[src/rtl/usb_fs_attach_ctrl_if.sv]
// UTMI-side signal bundle between usb_fs_attach_ctrl and the ULPI link wrapper.
// master: the attach controller (drives mode/termination/pulldown controls,
//         observes linestate and bus activity).
// slave:  the wrapper / device core side.
// Signals:
//   utmi_linestate_i   linestate (00 SE0, 01 J, 10 K, 11 SE1)
//   utmi_rxactive_i    receive activity from the wrapper
//   utmi_txvalid_i     transmit activity from the device core
//   utmi_op_mode_o     op_mode to wrapper (01 non-driving, 00 normal)
//   utmi_xcvrselect_o  transceiver select, constant 01 (FS)
//   utmi_termselect_o  1 = FS termination / D+ pull-up on
//   utmi_dppulldown_o  D+ pulldown, constant 0
//   utmi_dmpulldown_o  D- pulldown, constant 0
interface usb_fs_attach_ctrl_if;
    logic [1:0] utmi_linestate_i;
    logic       utmi_rxactive_i;
    logic       utmi_txvalid_i;
    logic [1:0] utmi_op_mode_o;
    logic [1:0] utmi_xcvrselect_o;
    logic       utmi_termselect_o;
    logic       utmi_dppulldown_o;
    logic       utmi_dmpulldown_o;

    modport master (
        input  utmi_linestate_i,
        input  utmi_rxactive_i,
        input  utmi_txvalid_i,
        output utmi_op_mode_o,
        output utmi_xcvrselect_o,
        output utmi_termselect_o,
        output utmi_dppulldown_o,
        output utmi_dmpulldown_o
    );

    modport slave (
        output utmi_linestate_i,
        output utmi_rxactive_i,
        output utmi_txvalid_i,
        input  utmi_op_mode_o,
        input  utmi_xcvrselect_o,
        input  utmi_termselect_o,
        input  utmi_dppulldown_o,
        input  utmi_dmpulldown_o
    );
endinterface

[src/rtl/usb_fs_attach_ctrl.sv]
// Full-speed device attach and bus-state controller (60 MHz ULPI clock domain).
// Sequences the PHY from detached to attached, then detects bus reset (SE0),
// suspend (idle J) and resume (K) and reports them as registered status.
// Ports:
//   ulpi_clk60_i  60 MHz clock from PHY
//   ulpi_rst_i    asynchronous active-high reset
//   enable_i      software attach request; 0 forces detach
//   utmi          UTMI control/status bundle (master side)
//   attached_o    high in ATTACHED, BUS_RESET and SUSPENDED
//   bus_reset_o   high while in BUS_RESET
//   suspend_o     high while in SUSPENDED
//   resume_o      one-cycle pulse on the first ATTACHED cycle after K in suspend
//   state_o       current state encoding (debug)
module usb_fs_attach_ctrl #(
    parameter int unsigned ATTACH_DELAY   = 60000,
    parameter int unsigned RESET_DETECT   = 150,
    parameter int unsigned SUSPEND_DETECT = 180000
) (
    input  logic                        ulpi_clk60_i,
    input  logic                        ulpi_rst_i,
    input  logic                        enable_i,
    usb_fs_attach_ctrl_if.master        utmi,
    output logic                        attached_o,
    output logic                        bus_reset_o,
    output logic                        suspend_o,
    output logic                        resume_o,
    output logic [2:0]                  state_o
);

    typedef enum logic [2:0] {
        StDetached   = 3'd0,
        StWaitAttach = 3'd1,
        StAttached   = 3'd2,
        StBusReset   = 3'd3,
        StSuspended  = 3'd4
    } state_e;

    localparam logic [19:0] AttachLast  = 20'(ATTACH_DELAY - 1);
    localparam logic [19:0] ResetLast   = 20'(RESET_DETECT - 1);
    localparam logic [19:0] SuspendLast = 20'(SUSPEND_DETECT - 1);

    state_e      state_q, state_d;
    logic [19:0] wait_cnt_q, wait_cnt_d;
    logic [19:0] se0_cnt_q, se0_cnt_d;
    logic [19:0] idle_cnt_q, idle_cnt_d;
    logic        resume_q, resume_d;
    logic [1:0]  op_mode_q, op_mode_d;
    logic        termselect_q, termselect_d;
    logic [1:0]  xcvrselect_q;
    logic        dppulldown_q;
    logic        dmpulldown_q;

    logic ls_se0;
    logic ls_k;
    logic idle_j;

    assign ls_se0 = (utmi.utmi_linestate_i == 2'b00);
    assign ls_k   = (utmi.utmi_linestate_i == 2'b10);
    assign idle_j = (utmi.utmi_linestate_i == 2'b01) && !utmi.utmi_rxactive_i &&
                    !utmi.utmi_txvalid_i;

    function automatic logic [19:0] sat_inc(input logic [19:0] v);
        return (v == 20'hFFFFF) ? v : v + 20'd1;
    endfunction

    // Counters default to zero, so any state change (where no increment is
    // assigned) leaves them cleared.
    always_comb begin
        state_d    = state_q;
        wait_cnt_d = '0;
        se0_cnt_d  = '0;
        idle_cnt_d = '0;
        resume_d   = 1'b0;

        if (!enable_i) begin
            state_d = StDetached;
        end else begin
            case (state_q)
                StDetached: begin
                    state_d = StWaitAttach;
                end
                StWaitAttach: begin
                    if (wait_cnt_q == AttachLast) begin
                        state_d = StAttached;
                    end else begin
                        wait_cnt_d = sat_inc(wait_cnt_q);
                    end
                end
                StAttached: begin
                    // SE0 and idle J are mutually exclusive linestates.
                    if (ls_se0) begin
                        if (se0_cnt_q == ResetLast) begin
                            state_d = StBusReset;
                        end else begin
                            se0_cnt_d = sat_inc(se0_cnt_q);
                        end
                    end else if (idle_j) begin
                        if (idle_cnt_q == SuspendLast) begin
                            state_d = StSuspended;
                        end else begin
                            idle_cnt_d = sat_inc(idle_cnt_q);
                        end
                    end
                end
                StBusReset: begin
                    if (!ls_se0) begin
                        state_d = StAttached;
                    end
                end
                StSuspended: begin
                    if (ls_k) begin
                        state_d  = StAttached;
                        resume_d = 1'b1;
                    end else if (ls_se0) begin
                        if (se0_cnt_q == ResetLast) begin
                            state_d = StBusReset;
                        end else begin
                            se0_cnt_d = sat_inc(se0_cnt_q);
                        end
                    end
                end
                default: begin
                    state_d = StDetached;
                end
            endcase
        end
    end

    // PHY controls follow the next state so they are registered yet aligned
    // with the state register.
    always_comb begin
        op_mode_d    = 2'b01;
        termselect_d = 1'b0;
        if (state_d != StDetached && state_d != StWaitAttach) begin
            op_mode_d    = 2'b00;
            termselect_d = 1'b1;
        end
    end

    always_ff @(posedge ulpi_clk60_i or posedge ulpi_rst_i) begin
        if (ulpi_rst_i) begin
            state_q      <= StDetached;
            wait_cnt_q   <= '0;
            se0_cnt_q    <= '0;
            idle_cnt_q   <= '0;
            resume_q     <= 1'b0;
            op_mode_q    <= 2'b01;
            termselect_q <= 1'b0;
            xcvrselect_q <= 2'b01;
            dppulldown_q <= 1'b0;
            dmpulldown_q <= 1'b0;
        end else begin
            state_q      <= state_d;
            wait_cnt_q   <= wait_cnt_d;
            se0_cnt_q    <= se0_cnt_d;
            idle_cnt_q   <= idle_cnt_d;
            resume_q     <= resume_d;
            op_mode_q    <= op_mode_d;
            termselect_q <= termselect_d;
            xcvrselect_q <= 2'b01;
            dppulldown_q <= 1'b0;
            dmpulldown_q <= 1'b0;
        end
    end

    assign utmi.utmi_op_mode_o    = op_mode_q;
    assign utmi.utmi_xcvrselect_o = xcvrselect_q;
    assign utmi.utmi_termselect_o = termselect_q;
    assign utmi.utmi_dppulldown_o = dppulldown_q;
    assign utmi.utmi_dmpulldown_o = dmpulldown_q;

    assign state_o     = state_q;
    assign attached_o  = (state_q == StAttached) || (state_q == StBusReset) ||
                         (state_q == StSuspended);
    assign bus_reset_o = (state_q == StBusReset);
    assign suspend_o   = (state_q == StSuspended);
    assign resume_o    = resume_q;

endmodule

[src/flat_wrapper.sv]
// flat-port wrapper written by rule: the top's interface ports become plain ports
module usb_fs_attach_ctrl_flat 
#(
    parameter int unsigned ATTACH_DELAY   = 60000,
    parameter int unsigned RESET_DETECT   = 150,
    parameter int unsigned SUSPEND_DETECT = 180000
)
  (ulpi_clk60_i, ulpi_rst_i, enable_i, attached_o, bus_reset_o, suspend_o, resume_o, state_o, utmi_utmi_linestate_i, utmi_utmi_rxactive_i, utmi_utmi_txvalid_i, utmi_utmi_op_mode_o, utmi_utmi_xcvrselect_o, utmi_utmi_termselect_o, utmi_utmi_dppulldown_o, utmi_utmi_dmpulldown_o);
  usb_fs_attach_ctrl_if utmi_i ();
  input  logic ulpi_clk60_i;
  input  logic ulpi_rst_i;
  input  logic enable_i;
  output logic attached_o;
  output logic bus_reset_o;
  output logic suspend_o;
  output logic resume_o;
  output logic [2:0] state_o;
  input wire logic [$bits(utmi_i.utmi_linestate_i)-1:0] utmi_utmi_linestate_i;
  input wire logic [$bits(utmi_i.utmi_rxactive_i)-1:0] utmi_utmi_rxactive_i;
  input wire logic [$bits(utmi_i.utmi_txvalid_i)-1:0] utmi_utmi_txvalid_i;
  output wire logic [$bits(utmi_i.utmi_op_mode_o)-1:0] utmi_utmi_op_mode_o;
  output wire logic [$bits(utmi_i.utmi_xcvrselect_o)-1:0] utmi_utmi_xcvrselect_o;
  output wire logic [$bits(utmi_i.utmi_termselect_o)-1:0] utmi_utmi_termselect_o;
  output wire logic [$bits(utmi_i.utmi_dppulldown_o)-1:0] utmi_utmi_dppulldown_o;
  output wire logic [$bits(utmi_i.utmi_dmpulldown_o)-1:0] utmi_utmi_dmpulldown_o;
  assign utmi_i.utmi_linestate_i = utmi_utmi_linestate_i;
  assign utmi_i.utmi_rxactive_i = utmi_utmi_rxactive_i;
  assign utmi_i.utmi_txvalid_i = utmi_utmi_txvalid_i;
  assign utmi_utmi_op_mode_o = utmi_i.utmi_op_mode_o;
  assign utmi_utmi_xcvrselect_o = utmi_i.utmi_xcvrselect_o;
  assign utmi_utmi_termselect_o = utmi_i.utmi_termselect_o;
  assign utmi_utmi_dppulldown_o = utmi_i.utmi_dppulldown_o;
  assign utmi_utmi_dmpulldown_o = utmi_i.utmi_dmpulldown_o;
  usb_fs_attach_ctrl #(.ATTACH_DELAY(ATTACH_DELAY), .RESET_DETECT(RESET_DETECT), .SUSPEND_DETECT(SUSPEND_DETECT)) u_core (.ulpi_clk60_i(ulpi_clk60_i), .ulpi_rst_i(ulpi_rst_i), .enable_i(enable_i), .utmi(utmi_i), .attached_o(attached_o), .bus_reset_o(bus_reset_o), .suspend_o(suspend_o), .resume_o(resume_o), .state_o(state_o));
endmodule
[config.mk]
export PLATFORM = sky130hd
export DESIGN_NAME = usb_fs_attach_ctrl_flat
export DESIGN_NICKNAME = d
export VERILOG_FILES = /design/src/rtl/usb_fs_attach_ctrl_if.sv /design/src/rtl/usb_fs_attach_ctrl.sv /design/src/flat_wrapper.sv
export SDC_FILE = /design/constraint.sdc
export NUM_CORES = 1
export LEC_CHECK = 0
export ABC_AREA = 1
export BUFFER_PORTS_ARGS = -buffer_cell sky130_fd_sc_hd__buf_2
export CAP_MARGIN = 20
export CORE_AREA = 2 2 96 98
export DETAILED_ROUTE_END_ITERATION = 12
export DIE_AREA = 0 0 98 100
export PLACE_DENSITY_LB_ADDON = 0.08
export SKIP_LAST_GASP = 1
export SLEW_MARGIN = 20
export SYNTH_ARGS = -nofsm -noshare
export SYNTH_HDL_FRONTEND = slang
export SYNTH_SLANG_ARGS = --single-unit
[constraint.sdc]
create_clock -name ulpi_clk60_i -period 2.5 [get_ports ulpi_clk60_i]
set_input_delay 0.125 -clock ulpi_clk60_i [delete_from_list [all_inputs] [get_ports ulpi_clk60_i]]
set_output_delay 0.125 -clock ulpi_clk60_i [all_outputs]
set_load 0.02 [all_outputs]
# Yosys cells after proc, flatten, opt, wreduce, memory -nomap -nowiden
# Index checks and enable logic that the tools add are counted.
[op_classes] muxes=31 order_cmp=0 addsub=3 n_div=0 n_reduce_logical=10 n_eq_ne=15 shift=0 n_mul=0 bitwise_logic=0
[ops] op="$mux 20" count=15
[ops] op="$add 20x1->20 const B" count=3
[ops] op="$eq 20x20->1 const B" count=3
[ops] op="$pmux 20 s2" count=1
[ops] op="$mux 3" count=9
[ops] op="$eq 20x16->1 const B" count=1
[ops] op="$eq 20x18->1 const B" count=1
[ops] op="$eq 20x8->1 const B" count=1
[ops] op="$pmux 3 s5" count=1
[ops] op="$eq 3x2->1 const B" count=2
[ops] op="$ne 6x5->1 const B" count=1
[ops] op="$mux 1" count=5
[ops] op="$ne 4x3->1 const B" count=1
[ops] op="$eq 3x1->1 const B" count=1
[ops] op="$eq 3x3->1 const B" count=1
[ops] op="$logic_and 1x1->1" count=3
[ops] op="$logic_not 3->1" count=1
[ops] op="$ne 3x1->1 const B" count=1
[ops] op="$reduce_bool 3->1" count=1
[ops] op="$eq 2x1->1 const B" count=1
[ops] op="$eq 2x2->1 const B" count=1
[ops] op="$logic_not 1->1" count=2
[ops] op="$logic_not 2->1" count=1
[ops] op="$logic_or 1x1->1" count=2
[word_totals] regBits=66 latch_bits=0 output_inout_bits=14 mem_bits_ro=0 ram_bits=0 n_memories=0

# Longest topological paths before layout
[depth] ltp_word=10 depth_mapped=13 ltp_nobuf=13

# Least setup slack after synthesis
# OpenSTA, ideal clock, no wires.
[synth_path] path_type="register to register" startpoint="register u_core.state_q[1], in the netlist u_core.state_o[1]" endpoint="register u_core.se0_cnt_q[10]" path_buffers=1 t_arrival_ns=1.651 slack_ns=0.778 period_less_slack_ns=1.722 path_stages_with_launch=11 cell_sequence="dfrtp_1 > nor2_1 > inv_1 > nor2_2 > inv_2 > a211oi_2 > nand2_2 > inv_2 > buf_6 > o21ai_1 > nor2_1"
[synth_via] elab_chain_len=3 word_cells_on_any_way=4
[synth_lines] element="start, declared" line="usb_fs_attach_ctrl.sv:42" text="state_e state_q, state_d;"
[synth_lines] element="start signal, assigned" line="usb_fs_attach_ctrl.sv:142" text="state_q <= StDetached;"
[synth_lines] element="start signal, assigned" line="usb_fs_attach_ctrl.sv:153" text="state_q <= state_d;"
[synth_lines] element="$eq 3x3->1"
[synth_lines] element="via suspend_o" line="flat_wrapper.sv:15" text="output logic suspend_o;"
[synth_lines] element="$pmux 20 s2" line="usb_fs_attach_ctrl.sv:78" text="case (state_q)"
[synth_lines] element="$mux 20" line="usb_fs_attach_ctrl.sv:75" text="if (!enable_i) begin"
[synth_lines] element="via u_core.se0_cnt_d[10]" line="usb_fs_attach_ctrl.sv:44" text="logic [19:0] se0_cnt_q, se0_cnt_d;"
[synth_lines] element="end signal, assigned" line="usb_fs_attach_ctrl.sv:155" text="se0_cnt_q <= se0_cnt_d;"
[synth_lines] element="end, declared" line="usb_fs_attach_ctrl.sv:44"
# The timed path passes the listed nets, and every way through them passes these cells.
# A chain may end at the register's enable or synchronous reset.

# Worst setup path in the final report
[layout_path] startpoint="register u_core.state_q[2], in the netlist u_core.state_o[2]" endpoint="register u_core.wait_cnt_q[1]"
[layout_via] elab_chain_len=3 word_cells_on_any_way=4
[layout_lines] element="$eq 3x1->1 *" line="usb_fs_attach_ctrl.sv:78"
[layout_lines] element="$mux 20" line="usb_fs_attach_ctrl.sv:78"
[layout_lines] element="$mux 20" line="usb_fs_attach_ctrl.sv:75"
[layout_lines] element="end signal, assigned" line="usb_fs_attach_ctrl.sv:154" text="wait_cnt_q <= wait_cnt_d;"
[layout_lines] element="end, declared" line="usb_fs_attach_ctrl.sv:43" text="logic [19:0] wait_cnt_q, wait_cnt_d;"
# Mark *: on every way between the ends. The rest lies on a longest branch, timed or not.

==> flow_summary.ini <==
[final_layout]
layout.cells.non_filler = 712
final_nets = 607
drive_gt1_frac = 0.148
design_area_um2 = 4630
area_delta_synth_final_pct = 8.35
final.fill_count = 873
antenna_cells = 0
multiInputGateArea_um2 = 2170
regArea_um2 = 1650

[timing]
fin_crit_sh = 0.900
max_slew_margin = 0.440
tns_ps = 0
slew_violations = 0
hold_violations = 0
worst_pin_slew_ps = 841
fmax_mhz = 444
skew_ps = 8.50
setup_ws_ps = 250
setup_viol = 0
fin_crit_ps = 2250
rsz0062_at_grt = no

[power]
powerDensity_nw_per_um2 = 454
p_leak_nw = 2.06
ir_drop_v = 0.000248

[drt]
vias = 3797
routedWlPerCell_um = 14.1
avgViaCountPerCell = 5.33
firstDrtPassIters = 5
drtIter0Drc = 149
ant_nets = 0
wl_um = 10000
drcViolationCount = 0

[clock_tree]
ctsResizeCount = 0
path_clk_slew_ps = 70
cts_made_buffers = 9
cts_hold_buf = 0
tritoncts = done
cts_root_buf = clkbuf_8
clock-sinks = 66
insertion_delay_ps = 340
htreeDepth = 3
cts_buffer_depth = 2
post_cts_buffers = 0

[grt]
grt_start_max_net_pins = 67
grt_pass1_vias = 3595
grt_remaining_overflow = 0
grt_pass1_wl_um = 17300
antenna_found_initial = 0
grt_usage = 0.217

[place]
pre_cts_slack_ps = 262
dp_cells = 696
gp_congestion = 0.963
placed_area_um2 = 4420
portBuffers = 15
dp_hpwl_um = 7430

[setup_path]
endpoint_kind = flip-flop
critPathMaxFanout = 13
arrival_ps = 2450
cp.required_ps = 2700
start_kind = flip-flop
critical_path_class = flip-flop to flip-flop
cp-startpoint = u_core.state_o[2]
r2r-start = u_core.state_o[2]

[die]
io_pins = 21
die_w_um = 98
core_um2 = 8890
initial_utilization = 0.480
rows = 35
die-height_um = 100
dieArea_um2 = 9800

[run_status]
run_status = finished, final reports clean

[min_path]
holdCritPathClass = primary input to async pin

[yosys]
synth_seq_cells = 66
netlist_instances = 576
post_synth.cell_area_avg_um2 = 7.41
ys_warn_count = 0
yosysSeqAreaShare = 0.387
synthesis.area_um2 = 4270
synth_cell_types = 49

[flow_run]
cap_violations = 0
layout make-up:
type                       instances  share of cell area
tap                              111              0.0300
timing repair buffer              17              0.0195
clock buffer                      14              0.0373
sequential                        66               0.357
clock inverter                     2             0.00757
multi-input combinational        406               0.470
inverter                          96              0.0782
cells by family after synthesis:
family,count (synthesis),synth area share
and+or+nand+nor,302,0.357
buffers and inverters,107,0.106
AOI/OAI and AO/OA,88,0.122
DFF,66,0.387
xor gates and xnor gates,7,0.0144
adders and majority gates,4,0.0117
other,2,0.00176
worst paths after layout:
check | slack (ps) | cells after the start | end
worst min register to register | 520 | 2 | u_core.idle_cnt_q[9]
worst min-delay path | 30 | 3 | u_core.se0_cnt_q[1]
max in group asynchronous | 1930 | 3 | u_core.idle_cnt_q[8]
worst max register to register | 250 | 6 | u_core.wait_cnt_q[1]
worst max-delay path | 250 | 6 | u_core.wait_cnt_q[1]
min in group ulpi_clk60_i | 40 | 2 | u_core.state_o[0]
per-stage QoR:
stage	total power, mW	hold slack (ps)	utilization
3_3_place_gp	1.17	386	0.497
4_1_cts	2.13	28.7	0.520
2_1_floorplan	1.15	247	-
5_1_grt	2.20	32.7	0.520
6_report	2.10	29.1	0.520
3_5_place_dp	1.17	400	0.497
flip-flops by register name, summed over array words and instances (netlist names):
name and flops:
u_core.idle_cnt_q 20, u_core.se0_cnt_q 20, u_core.wait_cnt_q 20, u_core.state_o 3, u_core.resume_o 1, u_core.utmi.utmi_op_mode_o 1
u_core.utmi.utmi_termselect_o 1
layer usage:
| metal | routed length [um] | global-route usage | vias to the layer above |
|---|---|---|---|
| li1 | - | - | 1949 |
| met1 | 4740 | 0.288 | 1741 |
| met2 | 4700 | 0.352 | 91 |
| met3 | 368 | 0.0390 | 16 |
| met4 | 235 | 0.0897 | 0 |
| met5 | 0 | 0 | - |
synthesized netlist by cell type (all sizes together):
cell | instances | area [um2]
dfrtp | 65 | 1630
nor2 | 81 | 387
clkbuf | 1 | 3.75
or2 | 1 | 6.26
o41ai | 2 | 17.5
nor4 | 8 | 56.3
a21o | 1 | 7.51
a21oi | 31 | 163
o21bai | 1 | 7.51
o31ai | 4 | 30.0
a211oi | 1 | 12.5
inv | 95 | 357
nor3 | 31 | 193
nor3b | 1 | 12.5
o211ai | 3 | 27.5
xor2 | 6 | 52.6
dfstp | 1 | 26.3
a31oi | 3 | 25.0
nand2 | 105 | 417
buf | 10 | 87.6
nand3 | 50 | 293
conb | 2 | 7.51
clkinv | 1 | 5.00
o211a | 2 | 20.0
nand4 | 23 | 144
ha | 4 | 50.1
xnor2 | 1 | 8.76
a41oi | 1 | 8.76
o21a | 1 | 7.51
o21ai | 36 | 180
nand3b | 2 | 15.0
o22ai | 1 | 6.26
o22a | 1 | 8.76
cells in the final DEF, fill, tap and decap left out, types with 15 or more instances in the layout:
cell,synthesis,final
buf_2,1,15
inv_1,82,81
o21ai_0,16,16
o21ai_1,20,20
nand2_1,98,98
dfrtp_1,65,65
nand3_1,43,43
nor3_1,26,26
a21oi_1,29,29
nand4_1,23,23
nor2_1,66,66
power breakdown:
part / leakage, nW / internal [mW] / switching, mW
Clock: 0.107 / 0.543 / 0.408
Sequential: 0.917 / 1.07 / 0.00265
Combinational: 1.03 / 0.0166 / 0.0616
critical path: stages, from the launching register on:
cell and delay, ps:
dfrtp_1 470, nor3_4 460, inv_2 190, nor2_1 140, nand4_1 480, nand3_1 250
o21ai_0 110
Power figures use the tool's default switching activity.
